## config.mk

```make
export PLATFORM = sky130hd
export DESIGN_NAME = cdcm_tx_link_ctrl
export DESIGN_NICKNAME = d
export VERILOG_FILES = /design/src/rtl/cdcm_tx_pkg.sv /design/src/rtl/cdcm_offset_checker.sv /design/src/rtl/cdcm_tx_link_ctrl.sv
export SDC_FILE = /design/constraint.sdc
export NUM_CORES = 1
export LEC_CHECK = 0
export ABC_AREA = 1
export BUFFER_PORTS_ARGS = -buffer_cell sky130_fd_sc_hd__buf_4
export CORE_ASPECT_RATIO = 1.1
export CORE_MARGIN = 2
export CORE_UTILIZATION = 40
export CTS_BUF_LIST = sky130_fd_sc_hd__clkbuf_2
export DETAILED_ROUTE_END_ITERATION = 6
export PLACE_DENSITY_LB_ADDON = 0.2
export SYNTH_ARGS = -nofsm -noshare
export SYNTH_HDL_FRONTEND = slang
export SYNTH_HIERARCHICAL = 1
export SYNTH_SLANG_ARGS = --single-unit
```

## constraint.sdc

```tcl
create_clock -name clkDivIn -period 1.76 [get_ports clkDivIn]
set_input_delay 0.176 -clock clkDivIn [delete_from_list [all_inputs] [get_ports clkDivIn]]
set_output_delay 0.176 -clock clkDivIn [all_outputs]
set_load 0.02 [all_outputs]
```

## src/rtl/cdcm_tx_pkg.sv

```systemverilog
// Shared types and constants for the CDCM TX/RX link controllers.
package cdcm_tx_pkg;

    typedef enum logic [2:0] {
        ST_RESET,
        ST_WAIT_SCAN,
        ST_CHECK,
        ST_TRAIN,
        ST_RUN,
        ST_ERROR
    } state_e;

    localparam int unsigned kTableEntries     = 8;
    localparam logic [7:0]  kDefTrainPattern  = 8'hF0;
    localparam logic [7:0]  kDefIdlePattern   = 8'hF0;

endpackage

```

## src/rtl/cdcm_offset_checker.sv

```systemverilog
// Combinational check that every offset-table entry is the previous entry plus
// one, modulo 2^kWidth (so FF -> 00 is a legal step).
module cdcm_offset_checker
    import cdcm_tx_pkg::*;
#(
    parameter int unsigned kWidth = 8
) (
    input  logic [kTableEntries*kWidth-1:0] table_i,
    output logic                            pass_o
);

    always_comb begin
        pass_o = 1'b1;
        for (int unsigned i = 1; i < kTableEntries; i++) begin
            if (table_i[i*kWidth +: kWidth] != kWidth'(table_i[(i-1)*kWidth +: kWidth] + kWidth'(1)))
                pass_o = 1'b0;
        end
    end

endmodule

```

## src/rtl/cdcm_tx_link_ctrl.sv

```systemverilog
// Sequences one CDCM TX lane: ioReset, scan wait, table check, training, user RUN.
// Optional statistics counters are enabled with `define CDCM_TX_LINK_STAT_EN.
module cdcm_tx_link_ctrl
    import cdcm_tx_pkg::*;
#(
    parameter int unsigned      kDevW         = 8,
    parameter int unsigned      kWidthScanTdc = 8,
    parameter int unsigned      kResetCycles  = 16,
    parameter int unsigned      kScanTimeout  = 1024,
    parameter int unsigned      kTrainCycles  = 256,
    parameter logic [kDevW-1:0] kTrainPattern = kDefTrainPattern,
    parameter logic [kDevW-1:0] kIdlePattern  = kDefIdlePattern
) (
    input  logic                                   clkDivIn,
    input  logic                                   rstN,
    input  logic                                   initReq,
    input  logic [kDevW-1:0]                       txDataIn,
    input  logic                                   txValid,
    output logic                                   txReady,
    output logic [kDevW-1:0]                       dOutToDevice,
    output logic                                   ioResetOut,
    input  logic                                   scanFinishedIn,
    input  logic [kTableEntries*kWidthScanTdc-1:0] offsetTableIn,
    output logic [kTableEntries*kWidthScanTdc-1:0] offsetLatched,
`ifdef CDCM_TX_LINK_STAT_EN
    output logic [31:0]                            txWordCount,
    output logic [31:0]                            idleCount,
`endif
    output logic                                   linkUp,
    output logic                                   tableError,
    output logic                                   scanTimeout
);

    localparam int unsigned kCntMax0 = (kResetCycles > kScanTimeout) ? kResetCycles : kScanTimeout;
    localparam int unsigned kCntMax  = (kCntMax0 > kTrainCycles) ? kCntMax0 : kTrainCycles;
    localparam int unsigned kCntW    = $clog2(kCntMax + 1);

    state_e                                 state_q, state_d;
    logic [kCntW-1:0]                       cnt_q, cnt_d;
    logic [kDevW-1:0]                       dout_q, dout_d;
    logic                                   io_q, io_d;
    logic                                   ready_q, ready_d;
    logic                                   link_q, link_d;
    logic                                   tblerr_q, tblerr_d;
    logic                                   scanto_q, scanto_d;
    logic [kTableEntries*kWidthScanTdc-1:0] offset_q, offset_d;
    logic                                   table_ok;
    logic                                   accept;

    cdcm_offset_checker #(
        .kWidth (kWidthScanTdc)
    ) u_checker (
        .table_i (offsetTableIn),
        .pass_o  (table_ok)
    );

    assign accept = txValid & ready_q;

    always_comb begin
        state_d  = state_q;
        cnt_d    = cnt_q;
        tblerr_d = tblerr_q;
        scanto_d = scanto_q;
        offset_d = offset_q;
        unique case (state_q)
            ST_RESET: begin
                if (cnt_q == kCntW'(kResetCycles - 1)) begin
                    state_d = ST_WAIT_SCAN;
                    cnt_d   = '0;
                end else begin
                    cnt_d = cnt_q + kCntW'(1);
                end
            end
            ST_WAIT_SCAN: begin
                if (scanFinishedIn) begin
                    state_d = ST_CHECK;
                    cnt_d   = '0;
                end else if (cnt_q == kCntW'(kScanTimeout - 1)) begin
                    state_d  = ST_ERROR;
                    scanto_d = 1'b1;
                    cnt_d    = '0;
                end else begin
                    cnt_d = cnt_q + kCntW'(1);
                end
            end
            ST_CHECK: begin
                offset_d = offsetTableIn;
                cnt_d    = '0;
                if (table_ok) begin
                    state_d = ST_TRAIN;
                end else begin
                    state_d  = ST_ERROR;
                    tblerr_d = 1'b1;
                end
            end
            ST_TRAIN: begin
                if (cnt_q == kCntW'(kTrainCycles - 1)) begin
                    state_d = ST_RUN;
                    cnt_d   = '0;
                end else begin
                    cnt_d = cnt_q + kCntW'(1);
                end
            end
            ST_RUN: begin
                if (!scanFinishedIn) begin
                    state_d  = ST_ERROR;
                    scanto_d = 1'b1;
                end
            end
            ST_ERROR: ;
            default: state_d = ST_RESET;
        endcase
        if (initReq) begin
            state_d  = ST_RESET;
            cnt_d    = '0;
            tblerr_d = 1'b0;
            scanto_d = 1'b0;
        end
        // A word accepted on the final RUN cycle is still emitted, even when leaving RUN.
        if (accept)
            dout_d = txDataIn;
        else if (state_q == ST_TRAIN)
            dout_d = kTrainPattern;
        else
            dout_d = kIdlePattern;
        io_d    = (state_d == ST_RESET);
        ready_d = (state_d == ST_RUN);
        link_d  = (state_d == ST_RUN);
    end

    always_ff @(posedge clkDivIn or negedge rstN) begin
        if (!rstN) begin
            state_q  <= ST_RESET;
            cnt_q    <= '0;
            dout_q   <= kIdlePattern;
            io_q     <= 1'b1;
            ready_q  <= 1'b0;
            link_q   <= 1'b0;
            tblerr_q <= 1'b0;
            scanto_q <= 1'b0;
            offset_q <= '0;
        end else begin
            state_q  <= state_d;
            cnt_q    <= cnt_d;
            dout_q   <= dout_d;
            io_q     <= io_d;
            ready_q  <= ready_d;
            link_q   <= link_d;
            tblerr_q <= tblerr_d;
            scanto_q <= scanto_d;
            offset_q <= offset_d;
        end
    end

`ifdef CDCM_TX_LINK_STAT_EN
    logic [31:0] words_q, idles_q;

    always_ff @(posedge clkDivIn or negedge rstN) begin
        if (!rstN) begin
            words_q <= '0;
            idles_q <= '0;
        end else if (state_d == ST_RESET) begin
            words_q <= '0;
            idles_q <= '0;
        end else begin
            if (accept && words_q != '1)
                words_q <= words_q + 32'd1;
            if (state_q == ST_RUN && !accept && idles_q != '1)
                idles_q <= idles_q + 32'd1;
        end
    end

    assign txWordCount = words_q;
    assign idleCount   = idles_q;
`endif

    assign txReady       = ready_q;
    assign dOutToDevice  = dout_q;
    assign ioResetOut    = io_q;
    assign offsetLatched = offset_q;
    assign linkUp        = link_q;
    assign tableError    = tblerr_q;
    assign scanTimeout   = scanto_q;

endmodule

```

# Yosys cells after proc, flatten, opt, wreduce, memory -nomap -nowiden
# Cells that the tools add are included.
totals:
  ff_bits: 90
  input_bits: 77
  out_inout_bits: 77
op_classes:
  n_addsub: 8
  n_eq_ne: 20
  mux: 30
  n_bitwise: 1
  reduce_logical: 7
ops:
  columns: ["operator", "n"]
  rows:
  - ["8-bit by 1-bit adder with 8-bit output (second input constant)", 7]
  - ["8-bit != test", 7]
  - ["11-bit two-way mux", 5]
  - ["11-bit case mux with 4 select lines", 1]
  - ["3-bit two-way mux", 7]
  - ["3-bit case mux with 6 select lines", 1]
  - ["1-bit two-way mux", 14]
  - ["11-bit by 1-bit adder with 11-bit output (second input constant)", 1]
  - ["11-bit by 10-bit equality test with 1-bit output (second input constant)", 1]
  - ["11-bit by 4-bit equality test with 1-bit output (second input constant)", 1]
  - ["11-bit by 8-bit equality test with 1-bit output (second input constant)", 1]
  - ["3-bit equality test (second input constant)", 3]
  - ["3-bit != test (second input constant)", 3]
  - ["8-bit two-way mux", 1]
  - ["3-bit by 2-bit equality test with 1-bit output (second input constant)", 2]
  - ["3-bit zero test", 2]
  - ["5-bit nonzero test", 1]
  - ["4-bit AND reduction", 1]
  - ["3-bit by 1-bit equality test with 1-bit output (second input constant)", 1]
  - ["3-bit nonzero test", 1]
  - ["2-bit != test (second input constant)", 1]
  - ["1-bit case mux with 2 select lines", 1]
  - ["2-bit AND reduction", 1]
  - ["2-bit nonzero test", 1]
  - ["1-bit AND", 1]

# Depth between registers and ports, before layout
logic_depth:
  word_depth: 13
  ltp_mapped: 19
  mapped_depth_nobuf: 19

# Hierarchy
# The synthesis kept the hierarchy.
by_module_without_submodules:
  columns: ["module", "n_inst", "cells_each", "area_per_inst_um2", "seq_area_each_um2"]
  rows:
  - ["cdcm_tx_link_ctrl", 1, 310, 4023.9, 2258.4]
  - ["cdcm_offset_checker", 1, 439, 1936.9, 0.0]

# Worst setup path before layout
# OpenSTA, ideal clock, no wires.
synth_timing:
  path_kind: "input -> register"
  from: "in offsetTableIn[32]"
  to: "reg link_q, in the netlist linkUp"
  setup_ns: 0.121
  arrival_ns: 1.616
  required_time_ns: 1.639
  path_slack_ns: 0.023
  path_stages: 14
  path_buffers: 0
  path_cell_list: "ha_1 or2_2 nand3_1 nand3_1 nor2_1 nand3_1 nor2_1 nand3_1 nor2_1 nor2_1 nor2_1 nand2_1 o21ai_0 nor2_1"
synth_between:
  elab_chain_cells: 9
  elab_cells_between_ends: 11
  cone_classes: "add/sub: 1; eq/ne: 3; mux: 7"
synth_rtl:
  columns: ["item", "line_no", "source"]
  rows:
  - ["start: declaration", "cdcm_tx_link_ctrl.sv:23", "input logic [kTableEntries*kWidthScanTdc-1:0] offsetTableIn,"]
  - ["8-bit by 1-bit adder with 8-bit output / 8-bit != test (equally long branches)", "cdcm_offset_checker.sv:15", "if (table_i[i*kWidth +: kWidth] != kWidth'(table_i[(i-1)*kWidth +: kWidth] + kWidth'(1)))"]
  - ["8-bit != test / 1-bit two-way mux (equally long branches)", "cdcm_offset_checker.sv:15", null]
  - ["1-bit two-way mux * (3 in series)", "cdcm_offset_checker.sv:15", null]
  - ["named net table_ok", "cdcm_tx_link_ctrl.sv:47", "logic table_ok;"]
  - ["3-bit two-way mux *", "cdcm_tx_link_ctrl.sv:89", "if (table_ok) begin"]
  - ["3-bit case mux with 6 select lines *", "cdcm_tx_link_ctrl.sv:65", "unique case (state_q)"]
  - ["3-bit two-way mux *", "cdcm_tx_link_ctrl.sv:113", "if (initReq) begin"]
  - ["3-bit equality test *", "cdcm_tx_link_ctrl.sv:128", "link_d = (state_d == ST_RUN);"]
  - ["named net link_d", "cdcm_tx_link_ctrl.sv:43", "logic link_q, link_d;"]
  - ["end signal: assignment", "cdcm_tx_link_ctrl.sv:148", "link_q <= link_d;"]
  - ["end: declaration", "cdcm_tx_link_ctrl.sv:43", null]
# Mark *: on every way through the listed nets, which the timed path passes. The rest lies on a longest branch.
# A chain may end at the register's enable or synchronous reset.

# Worst setup path after layout
layout_timing:
  from: "reg cnt_q[0]"
  to: "reg cnt_q[10]"
layout_between:
  elab_chain_cells: 5
  elab_cells_between_ends: 10
  cone_classes: "add/sub: 1; eq/ne: 3; mux: 6"
layout_rtl:
  columns: ["item", "line_no", "source"]
  rows:
  - ["start: declaration", "cdcm_tx_link_ctrl.sv:39", "logic [kCntW-1:0] cnt_q, cnt_d;"]
  - ["start signal: assignment", "cdcm_tx_link_ctrl.sv:144", "cnt_q <= cnt_d;"]
  - ["11-bit by 1-bit adder with 11-bit output / 11-bit by 10-bit equality test with 1-bit output (equally long branches)", null, null]
  - ["11-bit two-way mux", "cdcm_tx_link_ctrl.sv:78", "end else if (cnt_q == kCntW'(kScanTimeout - 1)) begin"]
  - ["11-bit two-way mux", "cdcm_tx_link_ctrl.sv:75", "if (scanFinishedIn) begin"]
  - ["11-bit case mux with 4 select lines *", "cdcm_tx_link_ctrl.sv:65", null]
  - ["11-bit two-way mux *", "cdcm_tx_link_ctrl.sv:113", null]
# Every way passes the cells marked *; elsewhere a longest branch is shown, timed or not.

==> results list <==
- The run finished with clean final reports.
* Post-synth top flop: sky130_fd_sc_hd__dfrtp_1
- Setup crit start kind: register
- Pleak: 5.00 nW
* Number of top-level design ports: 154
- Areal power density over the cells: ~640 nW/um^2
- Synth Warn #: 6
* Largest net degree at the start of global routing: 38
* Instance area after placement: 7580 sq um
- Counting the buffers created by CTS gives 9.
- For this block, the initial DRC count from the detailed router was 218.
* Clock latency reported for the late side of the worst-skew pair: a little over 0.6 ns
- Across the routed clock network, the largest skew measured is 0.0162 ns.
- Buffers placed on the I/O ports in this run total 153.
- Placed Cells incl. Taps: roughly 1,100
- The first global-routing pass estimated 27.4 mm of wire.
* Sum of overflow across all layers after global routing: 0
- Counting every net in the synthesized netlist gives roughly 830.
- The die is 132 um tall.
* Hold Violations, Final: 0
- At the end of routability-driven placement, the weighted congestion stood at 0.886.
* Share of post-route cells with drive strength above 1: a little over a third
- The min-delay analysis places its worst path in the category input pin to register.
* Hpwl dp: 13.0 mm
- The final route contains 5,791 vias.
- Setup slack on the worst reg-to-reg path comes out at about 0.11 ns.
- Site Rows: 46
- For the pin with the worst max-slew slack, the measured transition is 0.982 ns.
- Min Clock Period, post-route: 1.65 ns
- After detailed routing, the average wire length per cell comes to 14.3 um.
* Antenna-violating nets left: 0
* Share of the clock period used by the worst path after layout: 94.0%
- Of all flip-flops after synthesis, the portion carrying an async set or reset was 100%.
- Critical path class: register to register
- The average instance in the mapped netlist occupies 7.96 sq um.
* Max rail drop VDD: 0.411 mV
- In the post-synthesis netlist, the biggest area contributors are sky130_fd_sc_hd__dfrtp_1 36%, sky130_fd_sc_hd__nand2_1 15%, sky130_fd_sc_hd__mux2_4 13%.
* Fill cell count: 1,269
- Global router's overall resource usage: a little over a fifth
- Post-synthesis sequential element count: 90
- Total count of max-transition violations in the final report: 0
- The worst setup path is captured at a register.
- Synth Cell Area: ~6000 sq um
- The routed design has approximately 18 mm of wire.
- Starting density of the core: 41.1%
- Layout Cells excl Fill: about 1,200
- Post-layout nets: around 1,100
- Launching element of the worst setup path: cnt_q[0]
- The initial antenna violation count came to 1.
- Most frequently used cell type in the post-synthesis netlist: sky130_fd_sc_hd__nand2_1
* Cell variety after synth: 32
* Number of max-capacitance violations reported: 0
- Vias per inst: 4.69
* CTS Root Cell: sky130_fd_sc_hd__clkbuf_2
* DIE AREA: 15,900 sq um
- The startpoint identified for the worst register-to-register timing path is cnt_q[0].
- For the worst setup path, the data required time is 2.28 ns.
* Dominant cell type by area after synthesis: sky130_fd_sc_hd__dfrtp_1
- Num Clock Sinks: 90
- Number of endpoints failing setup at the final stage: 0
* Area share of the leading cell type in the synthesized netlist: 35.7%
- Remaining design rule violation count: 0
* Max Root-Sink Buffers: 2
- Data arrives at the worst endpoint at 2.18 ns.
- The number of cells on the worst reg-to-reg path is 8.
* Top post-synthesis cells by count: 233 x sky130_fd_sc_hd__nand2_1, 100 x sky130_fd_sc_hd__inv_1, 85 x sky130_fd_sc_hd__dfrtp_1
- Clock input transition at the sequential cells of the worst setup and hold paths: 0.25 ns
- Number of optimization iterations in the first detailed-route pass: 5
- Vias in the first global route: 5,633
- The H-tree was split into 3 levels.
- The area growth from synthesis to layout is 51.7%.
- In the final layout, flip-flops and latches occupy 2260 sq um.
- Number of enable flip-flop cells after synthesis: 0
- The tightest hold path in the finished design has a slack of 0.0305 ns.
- In the final layout, the multi-input gates occupy 3390 sq um.
* Floorplan die width: 120 um
- Area of the core: 14,500 sq um
- Headroom to the max-slew limit: 34.3%
- TritonCTS built the clock tree.
* Final non-filler cell area: 9040 sq um
* Sequential share of the synthesized area: 37.9%
* Worst R2R End: cnt_q[10]
- Synthesized netlist cell count: 749
- In this run the worst setup path terminates at cnt_q[10].
- Along the worst path, the maximum fanout reaches 6.
* Maximum clock rate: 0.605 GHz
routing by layer:
metal  GRT usage [%]  up-vias  share of wire (%)
met1            27.3     2707                 43
li1                -     2931                  -
met3            4.11       19                4.8
met2            36.9      134                 50
met5               0        -                  0
met4            8.85        0                2.0
worst max-delay path, cell delays in order (launching register included):
cell and delay (ns):
sky130_fd_sc_hd__dfrtp_1 0.43, sky130_fd_sc_hd__ha_1 0.20, sky130_fd_sc_hd__nand3_1 0.15, sky130_fd_sc_hd__nor2_2 0.16
sky130_fd_sc_hd__nand3_1 0.10, sky130_fd_sc_hd__nand2_1 0.15, sky130_fd_sc_hd__nand3_2 0.14, sky130_fd_sc_hd__nand2_2 0.15
sky130_fd_sc_hd__a21oi_1 0.09
area by class of cell:
class,instances,share of cell area (%)
clock inverter,7,1.29
clock buffer,9,0.498
timing repair buffer,288,28.5
sequential,90,25.0
antenna,1,0.0277
inverter,108,4.48
multi-input combinational,540,37.5
tap,192,2.66
logic make-up after synthesis:
| logic type | share of synthesized area, % |
|---|---|
| buf+inv | 9.38 |
| flops | 37.9 |
| fa+ha+maj | 1.68 |
| simple gates | 29.3 |
| mux | 15.2 |
| compound gates | 2.56 |
| xor+xnor | 3.97 |
worst min-delay path by stage:
stage / slack (ns) / to / start / cells past startpoint
2_1_floorplan: -0.12 / cnt_q[0] / rstN / 0
3_3_place_gp: 0.11 / offsetLatched[28] / rstN / 1
3_5_place_dp: 0.11 / offsetLatched[28] / rstN / 1
4_1_cts: 0.03 / ioResetOut / rstN / 2
5_1_grt: 0.004 / offsetLatched[51] / offsetTableIn[51] / 3
6_report: 0.03 / offsetLatched[51] / offsetTableIn[51] / 3
cells in the final DEF, fill, tap and decap left out, drive strengths merged, types with 14 or more instances in the layout:
master,Yosys,routed
a21oi,14,14
buf,10,189
dfrtp,85,85
dlygate4sd3,0,73
dlymetal6s4s,0,26
inv,107,108
mux2,64,64
nand2,237,237
nand3,67,67
nor2,87,87
o21ai,15,15
xor2,18,18
where the power goes:
| part | internal (mW) | switching, mW |
|---|---|---|
| clock network | 0.611 | 0.763 |
| logic | 1.03 | 0.957 |
| registers | 2.31 | 0.153 |
| total | 3.95 | 1.87 |
metrics by stage:
stage                     worst slack [ns]  power, mW  util (%)  setup TNS, ns
final                                0.106       5.82      62.3              0
after global routing              -0.00484       6.13      62.3       -0.00484
after CTS                          0.00879       5.75      59.2              0
after detailed placement            -0.379       4.23      52.3          -1.48
after global placement              -0.339       4.20      52.3          -1.34
after floorplan                     0.0231       3.38         -              0
state kept, by name (all words and copies together), names as in the netlist:
signal,cells
ioResetOut,1
tableError,1
scanTimeout,1
cnt_q,11
dOutToDevice,8
linkUp,1
offsetLatched,64
state_q,3
repair_timing:
item	CTS	global route
hold buffers	84	15
endpoints found under the setup margin	0	5
buffers inserted	0	1
hold endpoints to repair	176	15
gates resized for setup	0	125
Note: power is estimated with default switching activity, not from simulation.
